--- config.mk ---
export PLATFORM = sky130hd
export DESIGN_NAME = queue_dispatcher
export DESIGN_NICKNAME = d
export VERILOG_FILES = /design/src/rtl/queue_dispatcher.sv
export SDC_FILE = /design/constraint.sdc
export NUM_CORES = 1
export LEC_CHECK = 0
export ABC_AREA = 0
export CAP_MARGIN = 10
export CELL_PAD_IN_SITES_DETAIL_PLACEMENT = 1
export CELL_PAD_IN_SITES_GLOBAL_PLACEMENT = 2
export CORE_MARGIN = 5
export CORE_UTILIZATION = 35
export DETAILED_ROUTE_END_ITERATION = 8
export GPL_ROUTABILITY_DRIVEN = 0
export PLACE_DENSITY = 0.87
export SLEW_MARGIN = 20
export SYNTH_ARGS = -nofsm -noshare
export SYNTH_HDL_FRONTEND = slang
export SYNTH_SLANG_ARGS = --single-unit
--- constraint.sdc ---
create_clock -name clock -period 6.7 [get_ports clock]
set_clock_uncertainty 0.1 [all_clocks]
set_input_delay 1.005 -clock clock [delete_from_list [all_inputs] [get_ports clock]]
set_output_delay 1.005 -clock clock [all_outputs]
set_load 0.01 [all_outputs]
--- src/rtl/queue_dispatcher.sv ---
// Read-side dispatcher for a per-port core-ID queue: pops the head entry and
// grants it memory access until its budget, idle timeout or a preemption ends the grant.
module queue_dispatcher #(
  parameter int DATA_SIZE     = 8,
  parameter int REGISTER_SIZE = 32
) (
  input  logic                     clock,
  input  logic                     reset,
  input  logic [REGISTER_SIZE-1:0] budget,
  input  logic [REGISTER_SIZE-1:0] idle_limit,
  input  logic [DATA_SIZE-1:0]     q_value,
  input  logic                     q_empty,
  output logic                     q_consumed,
  input  logic                     txn_done,
  input  logic                     preempt,
  output logic [DATA_SIZE-1:0]     grant_id,
  output logic                     grant_valid,
  output logic                     busy,
  output logic [1:0]               exit_reason,
  output logic [REGISTER_SIZE-1:0] grants_issued
);

  typedef enum logic [1:0] {
    ST_IDLE    = 2'd0,
    ST_GRANT   = 2'd1,
    ST_RELEASE = 2'd2
  } state_t;

  localparam logic [REGISTER_SIZE-1:0] REG_MAX  = {REGISTER_SIZE{1'b1}};
  localparam logic [REGISTER_SIZE-1:0] REG_ONE  = {{(REGISTER_SIZE-1){1'b0}}, 1'b1};
  localparam logic [REGISTER_SIZE-1:0] REG_ZERO = {REGISTER_SIZE{1'b0}};

  state_t                   state_r, state_s;
  logic [DATA_SIZE-1:0]     grant_id_r, grant_id_s;
  logic                     grant_valid_r, grant_valid_s;
  logic                     q_consumed_r, q_consumed_s;
  logic                     busy_r, busy_s;
  logic [1:0]               exit_reason_r, exit_reason_s;
  logic [REGISTER_SIZE-1:0] grants_issued_r, grants_issued_s;
  logic [REGISTER_SIZE-1:0] txn_cnt_r, txn_cnt_s;
  logic [REGISTER_SIZE-1:0] idle_cnt_r, idle_cnt_s;
  logic [REGISTER_SIZE-1:0] budget_r, budget_s;
  logic [REGISTER_SIZE-1:0] idle_r, idle_s;
  logic [1:0]               exit_code_s;

  // Sums are one bit wider so an all-ones counter plus one cannot wrap below the limit.
  logic [REGISTER_SIZE:0] txn_sum_s;
  logic [REGISTER_SIZE:0] idle_sum_s;
  logic                   budget_hit_s;
  logic                   idle_hit_s;

  assign txn_sum_s    = {1'b0, txn_cnt_r} + {{REGISTER_SIZE{1'b0}}, txn_done};
  assign idle_sum_s   = {1'b0, idle_cnt_r} + {{REGISTER_SIZE{1'b0}}, 1'b1};
  assign budget_hit_s = (budget_r != REG_ZERO) && (txn_sum_s >= {1'b0, budget_r});
  assign idle_hit_s   = (idle_r != REG_ZERO) && !txn_done && (idle_sum_s >= {1'b0, idle_r});

  // State register.
  always_ff @(posedge clock or posedge reset) begin
    if (reset) begin
      state_r <= ST_IDLE;
    end else begin
      state_r <= state_s;
    end
  end

  // Next state plus next value of every registered output and counter.
  always_comb begin
    state_s         = state_r;
    grant_id_s      = grant_id_r;
    grant_valid_s   = grant_valid_r;
    q_consumed_s    = 1'b0;
    busy_s          = busy_r;
    exit_reason_s   = exit_reason_r;
    grants_issued_s = grants_issued_r;
    txn_cnt_s       = txn_cnt_r;
    idle_cnt_s      = idle_cnt_r;
    budget_s        = budget_r;
    idle_s          = idle_r;
    exit_code_s     = 2'd0;
    case (state_r)
      ST_IDLE: begin
        if (!q_empty) begin
          state_s       = ST_GRANT;
          grant_id_s    = q_value;
          budget_s      = budget;
          idle_s        = idle_limit;
          txn_cnt_s     = REG_ZERO;
          idle_cnt_s    = REG_ZERO;
          grant_valid_s = 1'b1;
          busy_s        = 1'b1;
        end else begin
          state_s       = ST_IDLE;
          grant_valid_s = 1'b0;
          busy_s        = 1'b0;
        end
      end
      ST_GRANT: begin
        if (txn_done) begin
          txn_cnt_s  = txn_cnt_r + REG_ONE;
          idle_cnt_s = REG_ZERO;
        end else if (idle_cnt_r != REG_MAX) begin
          idle_cnt_s = idle_cnt_r + REG_ONE;
        end else begin
          idle_cnt_s = idle_cnt_r;
        end
        if (preempt) begin
          exit_code_s = 2'd3;
        end else if (budget_hit_s) begin
          exit_code_s = 2'd1;
        end else if (idle_hit_s) begin
          exit_code_s = 2'd2;
        end else begin
          exit_code_s = 2'd0;
        end
        if (exit_code_s != 2'd0) begin
          state_s       = ST_RELEASE;
          grant_valid_s = 1'b0;
          q_consumed_s  = 1'b1;
          exit_reason_s = exit_code_s;
        end else begin
          state_s       = ST_GRANT;
          grant_valid_s = 1'b1;
        end
      end
      ST_RELEASE: begin
        state_s       = ST_IDLE;
        grant_valid_s = 1'b0;
        busy_s        = 1'b0;
        if (grants_issued_r != REG_MAX) begin
          grants_issued_s = grants_issued_r + REG_ONE;
        end else begin
          grants_issued_s = grants_issued_r;
        end
      end
      default: begin
        state_s       = ST_IDLE;
        grant_valid_s = 1'b0;
        busy_s        = 1'b0;
      end
    endcase
  end

  // Output and datapath registers.
  always_ff @(posedge clock or posedge reset) begin
    if (reset) begin
      grant_id_r      <= {DATA_SIZE{1'b0}};
      grant_valid_r   <= 1'b0;
      q_consumed_r    <= 1'b0;
      busy_r          <= 1'b0;
      exit_reason_r   <= 2'd0;
      grants_issued_r <= REG_ZERO;
      txn_cnt_r       <= REG_ZERO;
      idle_cnt_r      <= REG_ZERO;
      budget_r        <= REG_ZERO;
      idle_r          <= REG_ZERO;
    end else begin
      grant_id_r      <= grant_id_s;
      grant_valid_r   <= grant_valid_s;
      q_consumed_r    <= q_consumed_s;
      busy_r          <= busy_s;
      exit_reason_r   <= exit_reason_s;
      grants_issued_r <= grants_issued_s;
      txn_cnt_r       <= txn_cnt_s;
      idle_cnt_r      <= idle_cnt_s;
      budget_r        <= budget_s;
      idle_r          <= idle_s;
    end
  end

  assign grant_id      = grant_id_r;
  assign grant_valid   = grant_valid_r;
  assign q_consumed    = q_consumed_r;
  assign busy          = busy_r;
  assign exit_reason   = exit_reason_r;
  assign grants_issued = grants_issued_r;

endmodule
==> run summary <==
Max clock buf depth = 2
design area = 0.0121 mm²
# nets final = 1323
layer with the highest usage = met2
Final Hold Vio Count = 0
full die area = 0.0319 mm²
cts-stage hold buffer count = 0
Peak VDD IR = 0.184 mV
Max FO, Critical Path = 8
#FFs+latches synth = 174
NetSw = 0.00117 W
CTS tree = built
M1 GR Usage = 0.225
largest net degree at the start of global routing = 92
final cell count without fillers = 1568
row cnt = 61
top post-synthesis cells by area = dfrtp_1 44%, ha_1 8.7%, xnor2_1 5.4%, o21ai_0 5.0%, nand2_1 4.9%
drt total wl = 28100 µm
Synth area leader = dfrtp_1
Max Fclk = 0.187 GHz
first-pass GRT wire length = 46100 µm
Initial DRC Count = 327
EDFF count, synth = 0
# clock sinks = 174
Async SR Flop Fraction = 1.00
grt ovf = 0
Ports = 122
initial antenna violation count = 1
Slew @ Worst Pin = 0.945 ns
routed len/inst = 17.9 µm
Worst-path clk slew = 0.07 ns
Via density = 5.16
Max Slew Vio Count = 0
chip width = 178 µm
unrepaired setup endpoints after global routing = false
outcome = completed
syn_area_per_cell = 9.26 µm²
total of max-cap violations = 0
Post-DP Area = 0.0115 mm²
area grow syn2layout = 22.0%
layout cell share with drive strength beyond 1 = 0.0563
Ys Warns = 0
Logic pwr share = 0.277
DP HPWL = 20800 µm
CP startpoint kind = primary input
minimum clock period = 5.35 ns
Leak = 5.34 nW
Clk network pwr share = 0.306
Cell Area, Synth = 0.00994 mm²
min-delay worst type = reg -> reg
Cells after Synth = 1073
H-tree depth = 4
placed instance count = 1536
relative slew slack = 0.365
Initial Util = 0.356
worst endpoint data arrival time = 5.57 ns
Yosys top cell area share = 0.438
Most used DFF post-synth = dfrtp_1
crit end category = flip-flop
pre-CTS setup slack = 0.946 ns
Pre-antenna DRT Iters = 4
Final TNS setup = 0 ns
Seq pwr share = 0.418
antenna-violating nets left = 0
setup ws final = 1.35 ns
sequential area share after synthesis = 0.438
met2 Usage GRT = 0.325
vias in the first global route = 8757
final period utilization = 0.798
clk root buf = clkbuf_16
core area = 0.0279 mm²
Pwr Density = 281 mW/mm²
DRC = 0
post-CTS setup buffers = 0
Sw Ratio = 0.342
n_diodes = 0
number of setup violations in the final report = 0
chip height = 178 µm
post-synthesis cell type count = 59
Int Pwr = 0.00224 W
post_cts resized = 0
grt met3 use = 0.0256
PortBufs = 121
final core utilization = 0.434
vias post-DR = 8093
Clock Latency Late Sink = 0.44 ns
worst path required time = 6.92 ns
GRT Total Usage = 0.182
CTS Buf Count = 17
CP Class = in -> reg
Mapped Nets = 1219
-- power by group through the flow --
stage | Sequential (W) | Clock, W | Combinational (W)
2_1_floorplan | 0.00141 | 0 | 0.000581
3_3_place_gp | 0.00143 | 0 | 0.000921
3_5_place_dp | 0.00144 | 0 | 0.000956
4_1_cts | 0.00143 | 0.00107 | 0.000966
5_1_grt | 0.00145 | 0.00111 | 0.00106
6_report | 0.00142 | 0.00104 | 0.000941
-- synthesized netlist by cell type (24+ instances only) --
| cell type | count |
|---|---|
| dfrtp_1 | 174 |
| nand2_1 | 129 |
| o21ai_0 | 99 |
| inv_1 | 76 |
| nor2_1 | 74 |
| ha_1 | 69 |
| xnor2_1 | 61 |
| xor2_1 | 52 |
| nand4_1 | 46 |
| nand3_1 | 45 |
| a21oi_1 | 37 |
| clkbuf_1 | 24 |
| nor4_1 | 24 |
-- worst max-delay path: stages --
cell and delay (ns):
clkdlybuf4s50_1 0.66, ha_1 0.24, ha_1 0.19, nand3_1 0.20, nor2_1 0.33, nand4_1 0.35, nor3_1 0.46, nand2b_1 0.13
xnor2_1 0.15, ha_1 0.29, nand4_1 0.17, nor4_1 0.53, nand4_1 0.16, a21oi_1 0.14, o31ai_1 0.12, nor2b_1 0.19
a31o_2 0.25
-- sequential cells by signal (all words and copies together) (netlist names) --
signal,count
exit_reason,2
idle_r,32
state_r,2
busy,1
grants_issued,32
q_consumed,1
grant_id,8
idle_cnt_r,32
txn_cnt_r,32
budget_r,32
-- metal layers --
| layer | vias to the layer above | routed length (µm) |
|---|---|---|
| met1 | 4038 | 12300 |
| met3 | 39 | 605 |
| met2 | 86 | 14500 |
| met5 | - | 13 |
| met4 | 2 | 654 |
| li1 | 3928 | - |
-- worst paths after layout --
path                                   startpoint           endpoint  slack [ns]  cells after the start
worst max-delay path                     txn_done         state_r[0]        1.35                     17
worst min-delay path            grants_issued[12]  grants_issued[12]        0.40                      1
max in group asynchronous                   reset       budget_r[21]        4.38                      3
worst min register to register  grants_issued[12]  grants_issued[12]        0.40                      1
min in group asynchronous                   reset          idle_r[4]        1.01                      2
worst max register to register       txn_cnt_r[3]         state_r[0]        2.02                     15
-- per-stage QoR --
stage | power [W] | hold slack, ns
2_1_floorplan | 0.00199 | 0.384
3_3_place_gp | 0.00235 | 0.380
3_5_place_dp | 0.00240 | 0.391
4_1_cts | 0.00346 | 0.406
5_1_grt | 0.00363 | 0.426
6_report | 0.00340 | 0.400
-- cells in the final DEF, fill, tap and decap left out, drive strengths merged, types with 3 or more instances in the layout --
cell           count
nor2              75
dfrtp            174
mux2              11
or3                9
bufinv             3
a21o               5
a22o              20
o21ai             99
nor3              14
a211oi            11
inv               79
clkinv             4
clkdlybuf4s50    121
nand4             47
nand3             48
o31ai              6
xnor2             62
nor4              25
o22ai              3
nor2b              7
buf                6
a21oi             38
nand2b             6
ha                69
clkbuf            20
and4              10
and2               4
and3              11
xor2              52
nand2            129
-- cells by family (layout without fill, tap and decap cells) --
family          after synthesis  after routing  share of synthesized area
compound gates              194            194                      0.117
xor+xnor                    114            114                      0.101
fa+ha+maj                    69             69                     0.0869
buf+inv                     118            235                     0.0460
flops                       174            174                      0.438
mux                          12             12                     0.0135
simple gates                392            392                      0.197
-- final cells by class --
cell class | count | area, µm²
Fill cell | 3250 | 15800
Clock inverter | 12 | 161
Sequential cell | 174 | 4350
Multi-Input combinational cell | 781 | 5140
Tap cell | 378 | 473
Timing Repair Buffer | 127 | 1270
Clock buffer | 20 | 437
Inverter | 76 | 290
(Power assumes the default switching activity.)
